`src/rtl/uc_pkg.sv`:
```
// Shared types and constants for the unidade_controle sequencer and its decoder.
package uc_pkg;

    typedef enum logic [2:0] {
        S_IDLE   = 3'd0,
        S_FETCH  = 3'd1,
        S_DECODE = 3'd2,
        S_EXEC   = 3'd3,
        S_WB     = 3'd4,
        S_DONE   = 3'd5
    } state_e;

    localparam logic [1:0] OP_ADD = 2'b00;
    localparam logic [1:0] OP_SUB = 2'b01;
    localparam logic [1:0] OP_AND = 2'b10;
    localparam logic [1:0] OP_LDI = 2'b11;

    // Instruction layout: [7:6] opcode, [5:4] dr, [3:2] sr1, [1:0] sr2, [3:0] imm
    localparam int OPC_HI = 7;
    localparam int OPC_LO = 6;
    localparam int DR_HI  = 5;
    localparam int DR_LO  = 4;
    localparam int SR1_HI = 3;
    localparam int SR1_LO = 2;
    localparam int SR2_HI = 1;
    localparam int SR2_LO = 0;
    localparam int IMM_HI = 3;
    localparam int IMM_LO = 0;

endpackage

```
`src/rtl/unidade_controle_if.sv`:
```
// Instruction-memory fetch port: req/addr out of the sequencer, ack/data back.
interface unidade_controle_if #(
    parameter int ADDR_W = 4
) ();
    logic              imem_req;
    logic [ADDR_W-1:0] imem_addr;
    logic              imem_ack;
    logic [7:0]        imem_data;

    modport master (output imem_req, imem_addr, input imem_ack, imem_data);
    modport slave  (input imem_req, imem_addr, output imem_ack, imem_data);
endinterface

```
`src/rtl/uc_decoder.sv`:
```
// Combinational instruction decoder: IR fields to bank addresses, ALU op and write-back select.
module uc_decoder
    import uc_pkg::*;
(
    input  logic [7:0] ir,
    output logic [1:0] sr1,
    output logic [1:0] sr2,
    output logic [1:0] dr,
    output logic [1:0] alu_op,
    output logic       wb_sel,
    output logic [7:0] imm
);
    logic [1:0] opc;

    assign opc    = ir[OPC_HI:OPC_LO];
    assign sr1    = ir[SR1_HI:SR1_LO];
    assign sr2    = ir[SR2_HI:SR2_LO];
    assign dr     = ir[DR_HI:DR_LO];
    assign wb_sel = (opc == OP_LDI);
    assign imm    = {4'b0000, ir[IMM_HI:IMM_LO]};
    // LDI bypasses the ALU, so its op field is parked at ADD
    assign alu_op = (opc == OP_LDI) ? OP_ADD : opc;
endmodule

```
`src/rtl/unidade_controle.sv`:
```
// Multicycle control unit: fetches prog_len instructions and sequences FETCH/DECODE/EXEC/WB per word.
module unidade_controle
    import uc_pkg::*;
#(
    parameter int ADDR_W = 4
) (
    input  logic                clk,
    input  logic                reset,
    input  logic                start,
    input  logic [ADDR_W:0]     prog_len,
    unidade_controle_if.master  imem,
    output logic [1:0]          sr1,
    output logic [1:0]          sr2,
    output logic [1:0]          dr,
    output logic                write,
    output logic [1:0]          alu_op,
    output logic                wb_sel,
    output logic [7:0]          imm,
    output logic                busy,
    output logic                done
);
    state_e          state;
    logic [ADDR_W:0] pc;
    logic [ADDR_W:0] len;
    logic [ADDR_W:0] pc_next;
    logic [7:0]      ir;

    // pc carries one extra bit so a full 2^ADDR_W run terminates instead of wrapping
    assign pc_next = pc + 1'b1;

    always_ff @(posedge clk) begin
        if (reset) begin
            state <= S_IDLE;
            pc    <= '0;
            len   <= '0;
            ir    <= '0;
        end else begin
            case (state)
                S_IDLE: begin
                    if (start) begin
                        pc  <= '0;
                        len <= prog_len;
                        state <= (prog_len != '0) ? S_FETCH : S_DONE;
                    end
                end
                S_FETCH: begin
                    if (imem.imem_ack) begin
                        ir    <= imem.imem_data;
                        state <= S_DECODE;
                    end
                end
                S_DECODE: state <= S_EXEC;
                S_EXEC:   state <= S_WB;
                S_WB: begin
                    pc    <= pc_next;
                    state <= (pc_next == len) ? S_DONE : S_FETCH;
                end
                S_DONE:   state <= S_IDLE;
                default:  state <= S_IDLE;
            endcase
        end
    end

    assign imem.imem_req  = (state == S_FETCH);
    assign imem.imem_addr = pc[ADDR_W-1:0];
    assign write          = (state == S_WB);
    assign busy           = (state != S_IDLE);
    assign done           = (state == S_DONE);

    uc_decoder u_dec (
        .ir     (ir),
        .sr1    (sr1),
        .sr2    (sr2),
        .dr     (dr),
        .alu_op (alu_op),
        .wb_sel (wb_sel),
        .imm    (imm)
    );
endmodule

```
`src/flat_wrapper.sv`:
```
// flat-port wrapper written by rule: the top's interface ports become plain ports
module unidade_controle_flat import uc_pkg::*;
#(
    parameter int ADDR_W = 4
)
  (clk, reset, start, prog_len, sr1, sr2, dr, write, alu_op, wb_sel, imm, busy, done, imem_imem_req, imem_imem_addr, imem_imem_ack, imem_imem_data);
  unidade_controle_if #(.ADDR_W(ADDR_W)) imem_i ();
  input  logic clk;
  input  logic reset;
  input  logic start;
  input  logic [ADDR_W:0] prog_len;
  output logic [1:0] sr1;
  output logic [1:0] sr2;
  output logic [1:0] dr;
  output logic write;
  output logic [1:0] alu_op;
  output logic wb_sel;
  output logic [7:0] imm;
  output logic busy;
  output logic done;
  output wire logic [$bits(imem_i.imem_req)-1:0] imem_imem_req;
  output wire logic [$bits(imem_i.imem_addr)-1:0] imem_imem_addr;
  input wire logic [$bits(imem_i.imem_ack)-1:0] imem_imem_ack;
  input wire logic [$bits(imem_i.imem_data)-1:0] imem_imem_data;
  assign imem_imem_req = imem_i.imem_req;
  assign imem_imem_addr = imem_i.imem_addr;
  assign imem_i.imem_ack = imem_imem_ack;
  assign imem_i.imem_data = imem_imem_data;
  unidade_controle #(.ADDR_W(ADDR_W)) u_core (.clk(clk), .reset(reset), .start(start), .prog_len(prog_len), .imem(imem_i), .sr1(sr1), .sr2(sr2), .dr(dr), .write(write), .alu_op(alu_op), .wb_sel(wb_sel), .imm(imm), .busy(busy), .done(done));
endmodule
```
`config.mk`:
```
export PLATFORM = sky130hd
export DESIGN_NAME = unidade_controle_flat
export DESIGN_NICKNAME = d
export VERILOG_FILES = /design/src/rtl/uc_pkg.sv /design/src/rtl/unidade_controle_if.sv /design/src/rtl/uc_decoder.sv /design/src/rtl/unidade_controle.sv /design/src/flat_wrapper.sv
export SDC_FILE = /design/constraint.sdc
export NUM_CORES = 1
export LEC_CHECK = 0
export CORE_MARGIN = 2
export CORE_UTILIZATION = 48
export CTS_BUF_LIST = sky130_fd_sc_hd__clkbuf_16
export DETAILED_ROUTE_END_ITERATION = 6
export GPL_TIMING_DRIVEN = 0
export PLACE_DENSITY = 0.84
export SETUP_SLACK_MARGIN = 0.3
export SLEW_MARGIN = 0
export SYNTH_ARGS = -nofsm -noshare
export SYNTH_HDL_FRONTEND = slang
export SYNTH_SLANG_ARGS = --single-unit
```
`constraint.sdc`:
```
create_clock -name clk -period 4.2 [get_ports clk]
set_clock_uncertainty 0.05 [all_clocks]
set_input_delay 0.42 -clock clk [delete_from_list [all_inputs] [get_ports clk]]
set_output_delay 0.42 -clock clk [all_outputs]
set_load 0.02 [all_outputs]
```
Word level (Yosys, flattened, before mapping)
Index checks and enable logic that the tools add are counted.
- register bits after elaboration: 21
- bits of input ports: 17
- output and inout bits: 25
- equality and inequality tests: 9
- reduce and logical (&&, ||, !) cells: 8
- add/subtract/negate cells: 1
- multiplexer cells: 8
- operators by type and width (cell ; count):
    3-bit case mux with 5 select lines ; 1
    3-bit two-way mux ; 4
    5-bit case mux with 2 select lines ; 1
    2-bit AND reduction ; 4
    3-bit by 2-bit equality test with 1-bit output (second input constant) ; 2
    3-bit equality test (second input constant) ; 2
    5-bit by 1-bit adder with 5-bit output (second input constant) ; 1
    5-bit equality test ; 1
    5-bit two-way mux ; 1
    5-bit nonzero test ; 1
    3-bit by 1-bit equality test with 1-bit output (second input constant) ; 1
    3-bit logical NOT ; 1
    3-bit nonzero test ; 1
    2-bit equality test (second input constant) ; 1
    2-bit two-way mux ; 1
    2-bit by 1-bit inequality test with 1-bit output (second input constant) ; 1
    2-bit inequality test (second input constant) ; 1
    2-bit nonzero test ; 1

Depth between registers and ports, before layout
Gate-level depths: netlist of run 1.
- depth in word-level cells: 4
- mapped depth: 6

Cells and area by module
From an unflattened synthesis of run 1, not the netlist that was laid out.
- cells, all modules: 129
- area, all modules: 1139.8 um^2
- by module, submodules not included (module ; area each (um^2) ; instances ; cells an instance ; sequential area each (um^2)):
    unidade_controle ; 1008.5 ; 1 ; 111 ; 420.4
    uc_decoder ; 131.4 ; 1 ; 18 ; 0.0

Worst setup path before layout of run 1
OpenSTA, ideal clock, no wires.
- kind: flip-flop to flip-flop
- start point: register u_core.state[2]
- end point: register u_core.ir[7]
- path buffers: 2
- arrival: 1.667 ns
- setup slack: 2.356 ns
- cell stages (with the launch flop): 7
- clock period less this slack: 1.844 ns
- cell sequence: dfxtp_1 -> clkbuf_8 -> nor3b_1 -> and2_1 -> buf_4 -> mux2i_1 -> nor2_1
- word-level cells in the longest chain between the ends: 2
- ends and longest elaborated chain (what ; RTL line ; source):
    start: declaration ; unidade_controle.sv:22 ; state_e state;
    start signal: assignment ; unidade_controle.sv:43 ; state <= (prog_len != '0) ? S_FETCH : S_DONE;
    start signal: assignment ; unidade_controle.sv:56 ; state <= (pc_next == len) ? S_DONE : S_FETCH;
    3-bit by 1-bit equality test with 1-bit output ; -- ;
    named net imem_imem_req ; flat_wrapper.sv:21 ; output wire logic [$bits(imem_i.imem_req)-1:0] imem_imem_req;
    2-bit AND reduction (no line) ; -- ;
    end signal: assignment ; unidade_controle.sv:48 ; ir <= imem.imem_data;
    end: declaration ; unidade_controle.sv:26 ; logic [7:0] ir;
The timed path passes the listed nets, and every way through them passes these cells.
A chain may end at the register's enable or synchronous reset.

Worst setup path after layout of run 1
- start point: register u_core.state[2]
- end point: output write
- word-level cells in the longest chain between the ends: 1
- ends and longest elaborated chain (what ; RTL line ; source):
    3-bit equality test ; unidade_controle.sv:66 ; assign write = (state == S_WB);
    end: declaration ; flat_wrapper.sv:15 ; output logic write;
Every way passes these cells.

==> impl_metrics.tcl, run 1 <==
set metrics [dict create \
    worstMarginPinSlew_ns 0.5628 \
    clock_sinks 21 \
    min_path_type "flip-flop to flip-flop" \
    wl_per_cell_um 12.60 \
    fmax_mhz 415.2 \
    synthAdderAreaFrac 0.01008 \
    drive_gt1_frac 0.1739 \
    grtUsageMet2 0.3690 \
    ioPinCount 42 \
    fin_util 0.7085 \
    path_cells "or3b_1 -> buf_6 -> inv_1 -> clkdlybuf4s50_1" \
    coreArea_um2 2455 \
    async_flop_share 0 \
    rsz0062_at_grt "no" \
    layout_setup_ws_ns 1.791 \
    fin_crit_ns 2.409 \
    outcome "finished, final reports clean" \
    synthSimpleGateAreaFrac 0.2117 \
    netlist_area_um2 1241 \
    portBuffers 37 \
    arrival_ns 1.94 \
    ant_nets 0 \
    diodes 0 \
    initial_utilization 0.5056 \
    place_hpwl_um 2080 \
    die_w_um 54.85 \
    antenna_found_initial 0 \
    cp_top_family "buffers and inverters" \
    grtUsageTotal 0.2044 \
    layoutNonFillerInstCount 214 \
    cp_slowest_cell "clkdlybuf4s50_1" \
    fin_crit_sh 0.5735 \
    grt_max_degree 12 \
    postSynthAreaPerCell_um2 8.866 \
    routabilityCongestion 0.7293 \
    grt_pass1_wl_um 4402 \
    required_ns 3.73 \
    vias 1094 \
    gr-usage-met1 0.2258 \
    finalPower_mw 0.5242 \
    grt_pass1_vias 1113 \
    peakVddDrop_mv 0.2620 \
    critPathKind "flip-flop to primary output" \
    cts_tree "done" \
    via_per_inst 5.112 \
    relSlewSlack 0.6232 \
    drc 0 \
    cts-resized-gates 0 \
    post_cts_buffers 0 \
    maxCapViolations 0 \
    fp-row-count 18 \
    synth_top_family_by_area "simple AND/OR/NAND/NOR gates" \
    ys.flop_type "dfxtp_1" \
    drt_first_iter_violations 16 \
    die_y_um 54.85 \
    ys_seq_area_frac 0.3387 \
    gr-total-overflow 0 \
    cts_inserted_buffers 3 \
    hold_buffers 0 \
    muxShareOfSynthArea 0.1220 \
    setup_tns_ns 0 \
    area_delta_synth_final_pct 40.12 \
    synthXorXnorAreaFrac 0.04234 \
    synthCells 140 \
    synth-edff-count 0 \
    setup_viol 0 \
    ys_seq_elements 21 \
    cts-root-buf "clkbuf_16" \
    drv_slew 0 \
    crit_buf_inv 3 \
    hold_violations 0 \
    num-nets-final 203 \
    postRouteWirelength_um 2696 \
    worstSetupStartpointType "flip-flop" \
    endpoint_kind "primary output" \
    clk_latency_ns 0.25 \
    p_leak_nw 0.7103 \
    path_clk_slew_ns 0.06 \
    dr.pass1.iters 4 \
    max_stage_delay_ns 0.63 \
    grt_util_met3 0.04098 \
    synthDistinctLibCells 40 \
    power_density_nw_per_um2 301.4 \
    synth_compound_area_frac 0.1058 \
    die_area_um2 3009 \
    clockBufferDepth 2 \
    busiest_layer "met2" \
    post-place-ws_ns 2.071 \
    yosysWarningCount 0 \
    cp_max_fo 8 \
    ctsHtreeMaxLevel 1 \
    dp.cells 210 \
]
-- sequential cells by signal (all words and copies together) (netlist names) --
| signal | cells |
|---|---|
| u_core.state | 3 |
| u_core.ir | 8 |
| u_core.pc | 5 |
| u_core.len | 5 |
-- routing by layer --
layer	part of all wire	vias to the layer above	wire (um)
li1	-	544	-
met1	0.41	504	1110
met2	0.51	39	1375
met3	0.056	7	152
met4	0.022	0	58
met5	0	-	0
-- final timing paths --
check	start	to	slack (ns)	cells after the start
setup / recovery	u_core.state[2]$_SDFFE_PP0P_	write	1.79	4
hold reg to reg	u_core.ir[4]$_SDFFE_PP0P_	u_core.ir[4]$_SDFFE_PP0P_	0.46	2
hold / removal	u_core.ir[4]$_SDFFE_PP0P_	u_core.ir[4]$_SDFFE_PP0P_	0.46	2
setup reg to reg	u_core.state[2]$_SDFFE_PP0P_	u_core.pc[2]$_SDFFE_PP0P_	2.55	6
-- layout make-up --
class	count	area, um2
plain buffers	25	191.4
clock buffers	3	75.07
clock inverters	1	3.754
fillers	192	715.7
inverters	4	15.01
multi-input cells	93	625.6
flip-flops and latches	21	420.4
well taps	30	37.54
repair buffers	37	370.4
-- metrics by stage --
step           area (um2)  hold slack [ns]
2_1_floorplan        1252           0.4117
3_3_place_gp         1660           0.4235
3_5_place_dp         1660           0.4410
4_1_cts              1739           0.4586
5_1_grt              1739           0.4941
6_report             1739           0.4565
-- worst min-delay path, stage by stage (launching register included) --
cell and delay, ns:
dfxtp_1 0.33, mux2i_1 0.07, nor2_1 0.07
-- Yosys cell counts, drive strengths merged (2+ instances only) --
cell    instances  area [um2]
nor2b           2       12.51
clkbuf          3       21.27
nand3           2       10.01
mux2i          14       140.1
and2            3       18.77
xnor2           4       35.03
nor2           21       78.83
and3            2       12.51
or3             4       25.02
inv             4       15.01
xor2            2       17.52
nand2           3       11.26
a211oi          2       20.02
o21ai           3       15.01
a21oi           7       35.03
buf            22       170.2
nor3            3       20.02
dfxtp          21       420.4
nor3b           2       15.01
-- layout by cell type, fill, tap and decap left out, types with 2 or more instances in the layout --
| cell | instances |
|---|---|
| xnor2_1 | 4 |
| or3_1 | 4 |
| buf_4 | 19 |
| clkdlybuf4s50_1 | 37 |
| and3_1 | 2 |
| nand2_1 | 3 |
| mux2i_1 | 14 |
| dfxtp_1 | 21 |
| nor2b_1 | 2 |
| nor2_1 | 21 |
| nor3_1 | 2 |
| inv_1 | 5 |
| buf_6 | 2 |
| nor3b_1 | 2 |
| o21ai_0 | 3 |
| xor2_1 | 2 |
| a21oi_1 | 7 |
| conb_1 | 4 |
| clkbuf_16 | 3 |
| clkbuf_1 | 2 |
| nand3_1 | 2 |
| and2_1 | 3 |
-- cell families after synthesis --
kind of cell    Yosys count
buf+inv                  29
fa+ha+maj                 1
xor+xnor                  6
simple gates             48
flops                    21
compound gates           19
mux                      15
other cells               1
-- where the power goes --
part | total, mW | internal, mW | switching (mW) | leakage, nW
Combinational | 0.108 | 0.0595 | 0.0482 | 0.497
Sequential | 0.217 | 0.208 | 0.00828 | 0.171
Clock | 0.200 | 0.127 | 0.0730 | 0.0423
Power figures use the tool's default switching activity.
==> inputs of run 2 (changes only) <==
- CORE_UTILIZATION: 48 -> 40
- PLACE_DENSITY: 0.84 -> 0.74
- clock period: 4.2 -> 2 ns (I/O delays scaled with it)
==> run 2 against run 1 <==
  * Hold slack better by 0.0093 ns
  * Critical path type unchanged
  * Non-clock buffer count is 3 higher
  * Largest cell class unchanged
  * Register-to-register slack worse by 2.2 ns
==> impl_metrics.tcl, run 2 (synthesized netlist as in run 1, its figures left out) <==
set metrics [dict create \
    outcome "finished, final reports clean" \
    ant_nets 0 \
    num-nets-final 206 \
    fp-row-count 20 \
    required_ns 1.75 \
    dr.pass1.iters 4 \
    coreArea_um2 3003 \
    sw_frac_of_total 0.2489 \
    clockBufferDepth 2 \
    postRouteWirelength_um 2710 \
    peakVddDrop_mv 0.3345 \
    relSlewSlack 0.6532 \
    p_seq_frac 0.408 \
    final_common_cell "clkdlybuf4s50_1" \
    hold_violations 0 \
    grt_pass1_vias 985 \
    setup_viol 0 \
    ctsHtreeMaxLevel 1 \
    via_per_inst 4.841 \
    drt_first_iter_violations 59 \
    drv_slew 0 \
    fin_crit_ns 1.714 \
    internal_power_mw 0.8371 \
    cts-root-buf "clkbuf_16" \
    ioPinCount 42 \
    largest_reg_flops 8 \
    vias 1065 \
    p_switching_mw 0.2774 \
    nFillCells 270 \
    finalPower_mw 1.114 \
    power_density_nw_per_um2 627.7 \
    fmax_mhz 583.5 \
    fin_util 0.5913 \
    drive_gt1_frac 0.2353 \
    r2r_cells 6 \
    p_clk_frac 0.383 \
    die_area_um2 3565 \
    maxCapViolations 0 \
    arrival_ns 1.46 \
    holdPathStages 2 \
    die_w_um 59.71 \
    clock_sinks 21 \
    cp_max_fo 8 \
    initial_utilization 0.4133 \
    die_y_um 59.71 \
    rsz0062_at_grt "yes" \
    grtUsageTotal 0.1615 \
    place_hpwl_um 2003 \
    layout_common_cells "clkdlybuf4s50_1 (33), buf_4 (23), nor2_1 (21), dfxtp_1 (16), mux2i_1 (14)" \
    diodes 0 \
    grt_max_degree 13 \
    top_register "u_core.ir" \
    cts_tree "done" \
    routabilityCongestion 0.7765 \
    critPathKind "flip-flop to primary output" \
    hold_buffers 0 \
    portBuffers 37 \
    gr-total-overflow 0 \
    p_leak_nw 0.7382 \
    grt_pass1_wl_um 4416 \
    reg_top3 "u_core.ir x8, u_core.len x5, u_core.pc x5" \
    fin_crit_sh 0.8569 \
    wl_per_cell_um 12.32 \
    setup_tns_ns 0 \
    drc 0 \
    antenna_found_initial 0 \
    combPwrFrac 0.209 \
    area_delta_synth_final_pct 43.04 \
    path_clk_slew_ns 0.06 \
    clk_latency_ns 0.25 \
    endpoint_kind "primary output" \
    worstSetupStartpointType "flip-flop" \
    worstMarginPinSlew_ns 0.5201 \
    min_path_type "flip-flop to flip-flop" \
    cts_inserted_buffers 3 \
]
==> run 2: cell count changes in the layout (fill, tap and decap cells not counted), sizes merged <==
cell | before | now
clkinv | 0 | 1
clkdlybuf4s15 | 0 | 1
clkdlybuf4s50 | 37 | 33
inv | 5 | 4
dlygate4sd2 | 0 | 2
buf | 22 | 26
==> run 2: timing repair <==
action,4_1_cts,5_1_grt
setup endpoints to repair,5,9
gates resized for setup,10,5
setup buffers,0,3
pin swaps,0,1
==> run 2: metal layers <==
layer | vias up | global-route usage | wire (um)
met2 | 29 | 0.2578 | 1316
met4 | 0 | 0.05397 | 0
met1 | 487 | 0.2094 | 1244
li1 | 549 | - | -
met5 | - | 0 | 0
met3 | 0 | 0.04545 | 150
==> run 2: worst max-delay path, cell delays in order (launching register included) <==
cell     delay (ns)
dfxtp_2        0.35
or3b_1         0.40
buf_6          0.15
inv_1          0.12
buf_2          0.19
==> run 2: final cells by class <==
| class | instances | area [um2] | share of cell area |
|---|---|---|---|
| Clock inverter | 1 | 5.005 | 0.002819 |
| Sequential cell | 21 | 426.7 | 0.2403 |
| Timing Repair Buffer | 40 | 385.4 | 0.2171 |
| Multi-Input combinational cell | 93 | 633.1 | 0.3566 |
| Inverter | 4 | 15.01 | 0.008457 |
| Tap cell | 33 | 41.29 | 0.02326 |
| Clock buffer | 3 | 75.07 | 0.04228 |
| Buffer | 25 | 193.9 | 0.1092 |
==> run 2: worst paths after layout <==
check | slack, ns | endpoint | from
min reg2reg | 0.47 | u_core.len[0]$_SDFFE_PP0P_ | u_core.len[0]$_SDFFE_PP0P_
max reg2reg | 0.39 | u_core.pc[2]$_SDFFE_PP0P_ | u_core.state[0]$_SDFFE_PP0P_
max | 0.29 | write | u_core.state[0]$_SDFFE_PP0P_
min | 0.47 | u_core.len[0]$_SDFFE_PP0P_ | u_core.len[0]$_SDFFE_PP0P_
==> run 2: metrics by stage <==
step / hold slack [ns] / worst slack, ns / cell area, um2 / instances
floorplan: 0.2213 / 0.3975 / 1257 / 143
global placement: 0.4239 / 0.1032 / 1669 / 213
detailed placement: 0.4431 / 0.06820 / 1669 / 213
CTS: 0.4701 / 0.1941 / 1753 / 217
global route: 0.4977 / 0.2350 / 1775 / 220
finish: 0.4659 / 0.2861 / 1775 / 220
==> run 2: power groups by stage <==
| stage | sequential, mW | clock, mW | combinational [mW] |
|---|---|---|---|
| floorplan | 0.459 | 0 | 0.145 |
| global placement | 0.463 | 0 | 0.222 |
| detailed placement | 0.463 | 0 | 0.227 |
| CTS | 0.455 | 0.430 | 0.225 |
| global route | 0.458 | 0.444 | 0.252 |
| finish | 0.455 | 0.426 | 0.233 |
==> inputs of run 3 (changes only) <==
- GPL_ROUTABILITY_DRIVEN: not set -> 0
- clock period: 2 -> 1.5 ns (I/O delays scaled with it)
==> run 3 against run 2 <==
  * The flow now finishes with violations (negative setup slack)
  * Global-route usage is 2.2 points higher
  * Total power rose by 37%
  * Clock power is 31% higher
  * Non-clock buffer count grew 14
  * Sequential power grew 32%
  * Highest routed layer is now met4
==> impl_metrics.tcl, run 3 (synthesized netlist as in run 1, its figures left out) <==
set metrics [dict create \
    die_w_um 59.71 \
    timing.hold.ws_ns 0.4529 \
    worstReg2RegStart "u_core.pc[3]$_SDFFE_PP0P_" \
    endpoint_kind "flip-flop" \
    ctsHtreeMaxLevel 1 \
    area_delta_synth_final_pct 61.29 \
    min_path_type "flip-flop to flip-flop" \
    fin_crit_ns 1.590 \
    r2r_slack_ns -0.09 \
    cts-root-buf "clkbuf_16" \
    grt_max_degree 13 \
    grt_pass1_wl_um 4919 \
    arrival_ns 1.70 \
    layout_setup_ws_ns -0.08952 \
    violations "negative setup slack" \
    gr-total-overflow 0 \
    cp_max_fo 6 \
    fin_crit_sh 1.060 \
    cts_tree "done" \
    grt_pass1_vias 1094 \
    fmax_mhz 629.1 \
    antenna_found_initial 0 \
    power_density_nw_per_um2 764.8 \
    postRouteWirelength_um 3295 \
    fin_util 0.6667 \
    fin_area_um2 2002 \
    setup_viol 4 \
    final_common_cell "buf_4" \
    fp-row-count 20 \
    min_from "u_core.ir[4]$_SDFFE_PP0P_" \
    coreArea_um2 3003 \
    reg_top3 "u_core.ir x8, u_core.len x5, u_core.pc x5" \
    outcome "finished with violations" \
    drive_gt1_frac 0.4876 \
    cts_inserted_buffers 3 \
    portBuffers 37 \
    maxCapViolations 0 \
    finalPower_mw 1.531 \
    worstSetupStartpointType "flip-flop" \
    r2r_cells 4 \
    num-nets-final 220 \
    die_area_um2 3565 \
    path_clk_slew_ns 0.06 \
    rr_endpoint "u_core.state[2]$_SDFFE_PP0P_" \
    ioPinCount 42 \
    drc 0 \
    diodes 0 \
    required_ns 1.61 \
    wl_per_cell_um 14.08 \
    top_register "u_core.ir" \
    dr.pass1.iters 4 \
    post-place-ws_ns -0.2858 \
    layoutNonFillerInstCount 234 \
    largest_reg_flops 8 \
    critPathKind "flip-flop to flip-flop" \
    drt_first_iter_violations 43 \
    holdPathStages 2 \
    grtUsageTotal 0.1834 \
    layout_common_cells "buf_4 (27), nor2_1 (19), clkdlybuf4s50_1 (16), buf_6 (14), mux2i_1 (13)" \
    hold_violations 0 \
    clockBufferDepth 2 \
    rsz0062_at_grt "yes" \
    place_hpwl_um 2069 \
    vias 1180 \
    hold_end "u_core.ir[4]$_SDFFE_PP0P_" \
    dp.cells 213 \
    ant_nets 0 \
    via_per_inst 5.043 \
    initial_utilization 0.4133 \
    place_area_um2 1703 \
    peakVddDrop_mv 0.7387 \
    die_y_um 59.71 \
    clock_sinks 21 \
    clk_latency_ns 0.25 \
    setup_tns_ns -0.2038 \
    p_leak_nw 0.8355 \
    drv_slew 0 \
]
[run 3: changes by cell type in the layout (fill, tap and decap cells not counted), moves of 4 or more]
cell,before,now
buf_2,1,7
clkbuf_2,0,4
buf_4,23,27
clkdlybuf4s50_1,33,16
buf_6,2,14
dfxtp_1,16,11
clkdlybuf4s15_2,0,7
dfxtp_4,0,6
[run 3: worst max-delay path, cell delays in order, from the launching register on]
cell,delay (ns)
dfxtp_4,0.36
or3_4,0.38
a311oi_2,0.29
o2111ai_2,0.18
a211oi_2,0.25
[run 3: per-layer routing]
layer	vias to the layer above	routed length, um	global-route usage
met2	42	1827	0.3168
met4	0	28	0.06984
met1	553	1288	0.2212
met3	2	151	0.03896
li1	583	-	-
met5	-	0	0
[run 3: final cells by class]
| class | count | area [um2] |
|---|---|---|
| Timing Repair Buffer | 54 | 494.2 |
| Sequential cell | 21 | 447.9 |
| Tap cell | 33 | 41.29 |
| Buffer | 25 | 202.7 |
| Fill cell | 235 | 1001 |
| Multi-Input combinational cell | 93 | 714.4 |
| Clock buffer | 3 | 75.07 |
| Clock inverter | 1 | 5.005 |
| Inverter | 4 | 21.27 |
[run 3: repair_timing]
action                     4_1_cts  5_1_grt
setup buffers                   11        5
resized for setup               95       21
pin swaps                        5       10
cloned                           1        0
setup endpoints to repair       40       36
hold buffers                     0        0
[run 3: power breakdown]
group / internal (mW) / switching [mW] / total (mW)
registers: 0.576 / 0.0259 / 0.602
logic: 0.209 / 0.160 / 0.369
clock network: 0.358 / 0.202 / 0.560
[run 3: worst max-delay path by stage]
| stage | start | to | slack, ns | cells past startpoint |
|---|---|---|---|---|
| finish | u_core.pc[3]$_SDFFE_PP0P_ | u_core.state[2]$_SDFFE_PP0P_ | -0.09 | 4 |
| global route | u_core.pc[4]$_SDFFE_PP0P_ | u_core.state[2]$_SDFFE_PP0P_ | -0.13 | 4 |
| CTS | u_core.state[0]$_SDFFE_PP0P_ | write | -0.03 | 4 |
| detailed placement | u_core.state[2]$_SDFFE_PP0P_ | write | -0.29 | 4 |
| global placement | u_core.state[2]$_SDFFE_PP0P_ | write | -0.29 | 4 |
| floorplan | u_core.state[2]$_SDFFE_PP0P_ | u_core.ir[7]$_SDFFE_PP0P_ | 0.02 | 6 |
